**src/rtl/spart_rx_pkg.sv**
```systemverilog
// Shared SPART definitions: receive FSM states and serial framing constants.
// Also intended for use by the transmit half.
package spart_rx_pkg;

  // 100 MHz core clock divided down to 115200 baud.
  localparam int SPART_CLK_DIV = 868;

  // Start bit, eight data bits, one stop bit.
  localparam int FRAME_BITS = 10;

  typedef enum logic [1:0] {
    IDLE,
    START,
    DATA,
    STOP
  } rx_state_t;

endpackage

```
**src/rtl/spart_rx_fifo.sv**
```systemverilog
// First-word-fall-through FIFO with extended-pointer full/empty detection.
// A push into a full FIFO is accepted only when a pop happens in the same cycle.
module spart_rx_fifo #(
  parameter int WIDTH = 8,
  parameter int DEPTH = 4
) (
  input  logic             clk,
  input  logic             rst,
  input  logic             push,
  input  logic             pop,
  input  logic [WIDTH-1:0] din,
  output logic [WIDTH-1:0] dout,
  output logic             empty,
  output logic             full
);

  localparam int AW = $clog2(DEPTH);

  logic [AW:0]      wr_ptr;
  logic [AW:0]      rd_ptr;
  logic [WIDTH-1:0] mem [DEPTH];
  logic             do_push;
  logic             do_pop;

  assign empty   = (wr_ptr == rd_ptr);
  assign full    = (wr_ptr[AW] != rd_ptr[AW]) && (wr_ptr[AW-1:0] == rd_ptr[AW-1:0]);
  assign do_pop  = pop && !empty;
  assign do_push = push && (!full || do_pop);

  // NOTE: sequential state uses non-blocking assignments so every flop sees pre-edge values.
  always_ff @(posedge clk or posedge rst) begin
    if (rst) begin
      wr_ptr <= '0;
      rd_ptr <= '0;
    end else begin
      if (do_push) wr_ptr <= wr_ptr + 1'b1;
      if (do_pop)  rd_ptr <= rd_ptr + 1'b1;
    end
  end

  // NOTE: storage is deliberately not reset; dout is masked while empty, so stale words never leak.
  always_ff @(posedge clk) begin
    if (do_push) mem[wr_ptr[AW-1:0]] <= din;
  end

  assign dout = empty ? '0 : mem[rd_ptr[AW-1:0]];

endmodule

```
**src/rtl/spart_rx.sv**
```systemverilog
// SPART receiver: synchronizes rxd, samples 8N1 frames at bit centre and
// queues good bytes in a FWFT FIFO with sticky overrun/framing error flags.
module spart_rx
  import spart_rx_pkg::*;
#(
  parameter int CLK_DIV    = SPART_CLK_DIV,
  parameter int FIFO_DEPTH = 4
) (
  input  logic       clk,
  input  logic       rst,
  input  logic       rxd,
  input  logic       rd,
  input  logic       clr_err,
  output logic       rcv,
  output logic [7:0] rx_data,
  output logic       overrun,
  output logic       frame_err
);

  localparam int               CNT_W     = $clog2(CLK_DIV);
  localparam logic [CNT_W-1:0] HALF_LOAD = CNT_W'(CLK_DIV / 2 - 1);
  localparam logic [CNT_W-1:0] FULL_LOAD = CNT_W'(CLK_DIV - 1);
  localparam logic [2:0]       LAST_BIT  = 3'(FRAME_BITS - 3);

  logic rxd_meta;
  logic rxd_s;

  rx_state_t        state, state_nxt;
  logic [CNT_W-1:0] cnt, cnt_nxt;
  logic [2:0]       bit_idx, bit_idx_nxt;
  logic [7:0]       shift, shift_nxt;
  logic             expired;
  logic             push;
  logic             frame_set;
  logic             overrun_set;
  logic             fifo_empty;
  logic             fifo_full;

  // Idle-high reset keeps a reset release from looking like a start bit.
  always_ff @(posedge clk or posedge rst) begin
    if (rst) begin
      rxd_meta <= 1'b1;
      rxd_s    <= 1'b1;
    end else begin
      rxd_meta <= rxd;
      rxd_s    <= rxd_meta;
    end
  end

  always_ff @(posedge clk or posedge rst) begin
    if (rst) begin
      state   <= IDLE;
      cnt     <= '0;
      bit_idx <= '0;
      shift   <= '0;
    end else begin
      state   <= state_nxt;
      cnt     <= cnt_nxt;
      bit_idx <= bit_idx_nxt;
      shift   <= shift_nxt;
    end
  end

  assign expired = (cnt == '0);

  // NOTE: every always_comb output is defaulted first, so no path can infer a latch.
  always_comb begin
    state_nxt   = state;
    cnt_nxt     = cnt;
    bit_idx_nxt = bit_idx;
    shift_nxt   = shift;
    push        = 1'b0;
    frame_set   = 1'b0;

    unique case (state)
      IDLE: begin
        if (!rxd_s) begin
          cnt_nxt   = HALF_LOAD;
          state_nxt = START;
        end
      end

      START: begin
        if (!expired) begin
          cnt_nxt = cnt - CNT_W'(1);
        end else if (rxd_s) begin
          state_nxt = IDLE;
        end else begin
          cnt_nxt     = FULL_LOAD;
          bit_idx_nxt = '0;
          state_nxt   = DATA;
        end
      end

      DATA: begin
        if (!expired) begin
          cnt_nxt = cnt - CNT_W'(1);
        end else begin
          shift_nxt = {rxd_s, shift[7:1]};
          cnt_nxt   = FULL_LOAD;
          if (bit_idx == LAST_BIT) state_nxt = STOP;
          else bit_idx_nxt = bit_idx + 3'd1;
        end
      end

      STOP: begin
        // Leave at mid-stop-bit so a back-to-back start edge is not missed.
        if (!expired) begin
          cnt_nxt = cnt - CNT_W'(1);
        end else begin
          if (rxd_s) push = 1'b1;
          else frame_set = 1'b1;
          state_nxt = IDLE;
        end
      end

      default: state_nxt = IDLE;
    endcase
  end

  spart_rx_fifo #(
    .WIDTH(8),
    .DEPTH(FIFO_DEPTH)
  ) u_fifo (
    .clk  (clk),
    .rst  (rst),
    .push (push),
    .pop  (rd),
    .din  (shift),
    .dout (rx_data),
    .empty(fifo_empty),
    .full (fifo_full)
  );

  // A concurrent pop frees the slot, so only an unaccompanied push into a full FIFO is lost.
  assign overrun_set = push && fifo_full && !rd;

  always_ff @(posedge clk or posedge rst) begin
    if (rst) begin
      overrun   <= 1'b0;
      frame_err <= 1'b0;
    end else begin
      if (overrun_set)  overrun <= 1'b1;
      else if (clr_err) overrun <= 1'b0;
      if (frame_set)    frame_err <= 1'b1;
      else if (clr_err) frame_err <= 1'b0;
    end
  end

  assign rcv = !fifo_empty;

endmodule

```
**config.mk**
```make
export PLATFORM = sky130hd
export DESIGN_NAME = spart_rx
export DESIGN_NICKNAME = d
export VERILOG_FILES = /design/src/rtl/spart_rx_pkg.sv /design/src/rtl/spart_rx_fifo.sv /design/src/rtl/spart_rx.sv
export SDC_FILE = /design/constraint.sdc
export NUM_CORES = 1
export LEC_CHECK = 0
export ABC_AREA = 1
export ABC_CLOCK_PERIOD_IN_PS = 2800
export CORE_AREA = 5 5 113 115
export DETAILED_ROUTE_END_ITERATION = 16
export DIE_AREA = 0 0 118 120
export GPL_TIMING_DRIVEN = 1
export SLEW_MARGIN = 20
export SYNTH_ARGS = -nofsm -noshare
export SYNTH_HDL_FRONTEND = slang
export SYNTH_SLANG_ARGS = --single-unit
```
**constraint.sdc**
```tcl
create_clock -name clk -period 2.8 [get_ports clk]
set_clock_uncertainty 0.05 [all_clocks]
set_input_delay 0.56 -clock clk [delete_from_list [all_inputs] [get_ports clk]]
set_output_delay 0.56 -clock clk [all_outputs]
set_load 0.05 [all_outputs]
```
==> flow_summary.toml, run 1 <==
[floorplanning]
die-area_sq_um = 14200
io_pins = 16
num_rows = 40
die-width_um = 118
die_h_um = 120
core_area_sq_um = 11700
initial_utilization = 0.280

[synth]
ys_types = 31
synth_cells = 355
syn_avg_cell_area_sq_um = 9.22
synthFlopType = "edfxtp_1"
ys_warn_count = 0
synth_commonest_cells = "90 x nand2_1, 51 x nor2_1, 35 x inv_1"
netlist_area_sq_um = 3270
yosysTopAreaCell = "edfxtp_1"
synth-seq-cells = 65
synth_area_leaders = "edfxtp_1 29%, dfrtp_1 24%, nand2_1 10%"
syn-num-nets = 374
seq_area_frac_synth = 0.546
synth_most_common_cell = "nand2_1"
async_flop_share = 0.508
synth_top_area_frac = 0.293
synth_edf_count = 32

[critical_path]
path_buf_inv = 2
crit_arrival_ns = 1.84
endpoint = "rx_data[6]"
crit_chain = "xor2_1 -> nor2_1 -> nand2_1 -> nand2_1 -> inv_1 -> buf_4"
reg2reg_depth = 9
startpoint_type = "flop"
crit_top_cell = "nand2_1"
path_class = "reg -> out"
cp.required_ns = 2.19
cp_max_fo = 19
crit_cells = 6
cp_top_family = "simple AND/OR/NAND/NOR gates"
r2r_setup_slack_ns = 0.70
crit_slowest_cell = "dfrtp_2"
cpPeakStageDelay_ns = 0.52
critPathCaptureType = "output port"
regToRegStartpoint = "cnt[0]$_DFFE_PP0P_"
crit_start = "u_fifo.rd_ptr[1]$_DFFE_PP0P_"
r2r_end = "u_fifo.mem[1][7]$_DFFE_PP_"

[drt]
wl_per_cell_um = 12.1
avgViaCountPerCell = 4.54
firstDrtPassIters = 4
route.vias.total = 2405
drc = 0
drtIter0Drc = 195
drt-total-wl_um = 6430
ant_nets = 0

[grt]
grt_pass1_wl_um = 11400
grt_pass1_vias = 2421
grt_util_met3 = 0.0339
grt_max_degree = 34
track_usage = 0.0972
grt-ovfl-total = 0
antenna_found_initial = 0
top_usage_layer = "met2"
use_met2 = 0.163
grt_util_met1 = 0.119

[sta]
drv_slew = 0
max-slew-margin-rel = 0.659
tightest_slew_ns = 0.511
rsz0062_at_grt = "no"
layout_setup_ws_ns = 0.346
fin_setup_tns_ns = 0
post-route-period-util = 0.876
hold_viol = 0
fin_crit_ns = 2.45
finalSetupViolations = 0
max_freq_mhz = 407

[placement]
place_inst = 514
portBuffers = 15
gp_routability_congestion = 0.814
dpl.hpwl_um = 4600
dp_slack_ns = 0.533

[clock_network]
clk_latency_ns = 0.32
numCtsBuffers = 9
clockRootBuffer = "clkbuf_16"
cts.path.max_buffers = 2
cts_tree = "built"
cts_setup_buffers = 0
clkSlewWorstSetupHoldPaths_ns = 0.06
ctsHtreeMaxLevel = 3
cts_sinks = 65

[pwr]
leakage_uw = 0.00185
power_density_nw_per_um2 = 803
vdd_drop_max_v = 0.000634

[final_layout]
multiInputGateArea_sq_um = 1300
diodes = 0
layout-drive-gt1-share = 0.136
seq_area_sq_um = 1790
area_growth_pct = 19.2
nets = 397
post_layout_nonfiller_instances = 530
n_fill_cell = 1184

[outcome]
outcome = "finished, final reports clean"

[run]
cap_violations = 0

[hold_path]
hp-class = "reg -> reg"
min_from = "rxd_meta$_DFF_PP1_"
area by class of cell:
class | count | area share
clock inverters | 7 | 0.0244
multi-input cells | 244 | 0.332
well taps | 147 | 0.0471
inverters | 37 | 0.0356
repair buffers | 21 | 0.0442
clock buffers | 9 | 0.0577
flip-flops and latches | 65 | 0.459
how the worst min path moves through the flow:
stage	to	depth (start not counted)
2_1_floorplan	rxd_s$_DFF_PP1_	0
3_3_place_gp	rxd_s$_DFF_PP1_	0
3_5_place_dp	rxd_s$_DFF_PP1_	0
4_1_cts	rxd_s$_DFF_PP1_	0
5_1_grt	rxd_s$_DFF_PP1_	0
6_report	rxd_s$_DFF_PP1_	0
report_power, final:
part / internal (uW) / total [uW] / switching (uW) / leakage [uW]
Combinational: 268 / 864 / 596 / 0.000893
Clock: 778 / 1190 / 416 / 0.000155
Sequential: 1020 / 1070 / 50.8 / 0.000799
logic make-up (layout without fill, tap and decap cells):
kind of cell | after synthesis | after routing | synth area share
compound gates | 35 | 35 | 0.0653
buf+inv | 46 | 74 | 0.0577
xor+xnor | 9 | 9 | 0.0241
simple gates | 186 | 186 | 0.253
fa+ha+maj | 14 | 14 | 0.0535
flops | 65 | 65 | 0.546
cell usage in the layout, fill, tap and decap left out, types with 2 or more instances in the layout:
cell and count:
nand2_1 90, nor2_1 51, inv_1 35, edfxtp_1 32, dfrtp_1 30, nand3_1 25, o21ai_0 15, buf_4 15
ha_1 14, clkbuf_16 9, o32ai_1 8, clkdlybuf4s50_1 6, xor2_1 5, a21oi_1 5, nor2_2 4, xnor2_1 4
nand3_2 4, o21ai_1 4, nor2_4 3, nand2_2 3, nand4_1 3, bufinv_16 2, clkinv_4 2, clkinv_2 2
dfstp_2 2
through the flow:
step                      instance area, sq um  utilization  power, uW  hold slack [ns]
final                                     3900        0.333       3130            0.308
after global routing                      3900        0.333       3290            0.313
after CTS                                 3900        0.333       3170            0.310
after detailed placement                  3580        0.306       1960            0.302
after global placement                    3580        0.306       1950            0.296
after floorplan                           3270            -       1750            0.295
routing by layer:
metal | wire length, um | part of all wire
met5 | 0 | 0
met4 | 67 | 0.010
met3 | 288 | 0.045
met2 | 3190 | 0.50
met1 | 2890 | 0.45
state kept, by name (all words and copies together), names as in the netlist, 3 cells and up, named ones only:
name and cells:
bit_idx 3, u_fifo.mem 32, u_fifo.rd_ptr 3, cnt 10, u_fifo.wr_ptr 3, shift 8
repair_timing:
item | in CTS | in global routing
hold buffers | 0 | 0
endpoints found under the hold margin | 0 | 0
gates resized for setup | 0 | 1
setup endpoints to repair | 0 | 1
No activity file was read; power rests on OpenSTA's default activity.
==> run 2: changes to the inputs <==
--- a/config.mk
+++ b/config.mk
@@ -6,7 +6,7 @@
 export NUM_CORES = 1
 export LEC_CHECK = 0
 export ABC_AREA = 1
-export ABC_CLOCK_PERIOD_IN_PS = 2800
+export ABC_CLOCK_PERIOD_IN_PS = 2100
 export CORE_AREA = 5 5 113 115
 export DETAILED_ROUTE_END_ITERATION = 16
 export DIE_AREA = 0 0 118 120
==> constraint.sdc (replaced) <==
create_clock -name clk -period 2.1 [get_ports clk]
set_clock_uncertainty 0.05 [all_clocks]
set_input_delay 0.42 -clock clk [delete_from_list [all_inputs] [get_ports clk]]
set_output_delay 0.42 -clock clk [all_outputs]
set_load 0.05 [all_outputs]
==> run 2 against run 1 <==
  * First-iteration DRC count rose by 1.0%
  * Sequential share of layout area fell by 2.0 points
  * Worst hold slack got worse by 0.0070 ns
  * Clock power rose by 13%
  * Final area rose by 4.6%
  * Count of clock-buffer cells in the layout rose by 2
  * Utilization rose by 1.5 points
  * Largest cell class unchanged
  * Largest power group is now combinational cells
==> flow_summary.toml, run 2 (same netlist as run 1, synthesis figures left out) <==
[critical_path]
cpPeakStageDelay_ns = 0.44
crit_slowest_cell = "dfrtp_2"
startpoint_type = "flop"
critPathCaptureType = "output port"
crit_chain = "xor2_1 -> nor2_2 -> nand2_4 -> buf_6 -> buf_12"
path_class = "reg -> out"
cp.required_ns = 1.63
cp_max_fo = 5
crit_arrival_ns = 1.60

[floorplanning]
num_rows = 40
initial_utilization = 0.280
io_pins = 16
die-area_sq_um = 14200
die_h_um = 120
core_area_sq_um = 11700
die-width_um = 118

[final_layout]
layout_commonest_cell = "nand2_1"
post-route-util = 0.349
largest_reg_flops = 32
area_growth_pct = 24.7
mostFrequentLayoutCells = "87 x nand2_1, 49 x nor2_1, 32 x inv_1, 32 x edfxtp_1, 28 x dfrtp_1"
layout-drive-gt1-share = 0.200
nets = 409
diodes = 0

[clock_network]
clk_latency_ns = 0.32
numCtsBuffers = 9
cts.path.max_buffers = 2
cts_hold_buf = 0
cts_sinks = 65
ctsHtreeMaxLevel = 3
clkSlewWorstSetupHoldPaths_ns = 0.05
clockRootBuffer = "clkbuf_16"
cts_tree = "built"

[pwr]
power_frac_comb = 0.361
leakage_uw = 0.00192
swShare = 0.352
p_int_uw = 2780
power_density_nw_per_um2 = 1050
vdd_drop_max_v = 0.00102
power_frac_clock = 0.312
p_switching_uw = 1510
share_seq_of_total_power = 0.328

[grt]
track_usage = 0.101
grt-ovfl-total = 0
grt_pass1_wl_um = 11700
grt_max_degree = 34
grt_pass1_vias = 2461
antenna_found_initial = 0

[drt]
firstDrtPassIters = 4
drtIter0Drc = 197
avgViaCountPerCell = 4.56
ant_nets = 0
route.vias.total = 2470
drt-total-wl_um = 6920
drc = 0
wl_per_cell_um = 12.8

[sta]
max_freq_mhz = 482
post-route-period-util = 0.988
max-slew-margin-rel = 0.664
finalSetupViolations = 0
hold_viol = 0
hold_ws_ns = 0.301
drv_slew = 0
fin_crit_ns = 2.07
tightest_slew_ns = 0.502
rsz0062_at_grt = "yes"
fin_setup_tns_ns = 0

[hold_path]
hp-class = "reg -> reg"

[placement]
dpl.hpwl_um = 4870
portBuffers = 15
gp_routability_congestion = 0.800

[run]
cap_violations = 0

[outcome]
outcome = "finished, final reports clean"
[run 2: cell type report]
cell class | instances | area [sq um]
multi-input combinational | 245 | 1380
tap | 147 | 184
timing repair buffer | 32 | 313
sequential | 65 | 1790
clock buffer | 11 | 243
clock inverter | 5 | 32.5
inverter | 37 | 139
fill | 1183 | 7630
[run 2: path summary, 6_finish.rpt]
check	start	endpoint	slack, ns	cells after the start
worst max-delay path	u_fifo.rd_ptr[0]$_DFFE_PP0P_	rcv	0.03	5
worst min-delay path	rxd_meta$_DFF_PP1_	rxd_s$_DFF_PP1_	0.30	0
worst max register to register	cnt[1]$_DFFE_PP0P_	u_fifo.mem[3][0]$_DFFE_PP_	0.11	9
worst min register to register	rxd_meta$_DFF_PP1_	rxd_s$_DFF_PP1_	0.30	0
max in group asynchronous	rst	rxd_meta$_DFF_PP1_	1.21	3
min in group asynchronous	rst	u_fifo.rd_ptr[1]$_DFFE_PP0P_	0.45	3
[run 2: repair_timing]
action,in CTS,in global routing
endpoints found under the setup margin,9,41
gates resized for setup,5,29
cloned,0,1
buffers inserted,1,3
pin swaps,0,10
[run 2: through the flow]
stage | instances | setup slack, ns | power, uW | cell area, sq um
floorplan | 355 | 0.0307 | 2330 | 3270
global placement | 521 | 0.170 | 2670 | 3650
detailed placement | 521 | 0.111 | 2680 | 3650
CTS | 538 | 0.00385 | 4080 | 3940
global route | 542 | -0.0452 | 4510 | 4080
finish | 542 | 0.0255 | 4290 | 4080
[run 2: power by group through the flow]
stage | logic, uW | registers [uW] | clock network (uW)
floorplan | 928 | 1400 | 0
global placement | 1250 | 1420 | 0
detailed placement | 1260 | 1420 | 0
CTS | 1310 | 1400 | 1370
global route | 1670 | 1410 | 1430
finish | 1550 | 1410 | 1340
[run 2: worst max-delay path, delay by kind of cell (launching register included)]
kind                      cells  cell delay [ns]
and+or+nand+nor               2             0.40
DFF                           1             0.44
buffers and inverters         2             0.29
xor gates and xnor gates      1             0.16
[run 2: metal layers]
metal	wire, um	global-route usage	up-vias	share of wire
li1	-	-	1228	-
met1	3030	0.123	1182	0.44
met2	3420	0.169	47	0.49
met3	275	0.0325	13	0.040
met4	191	0.0337	0	0.028
met5	0	0	-	0
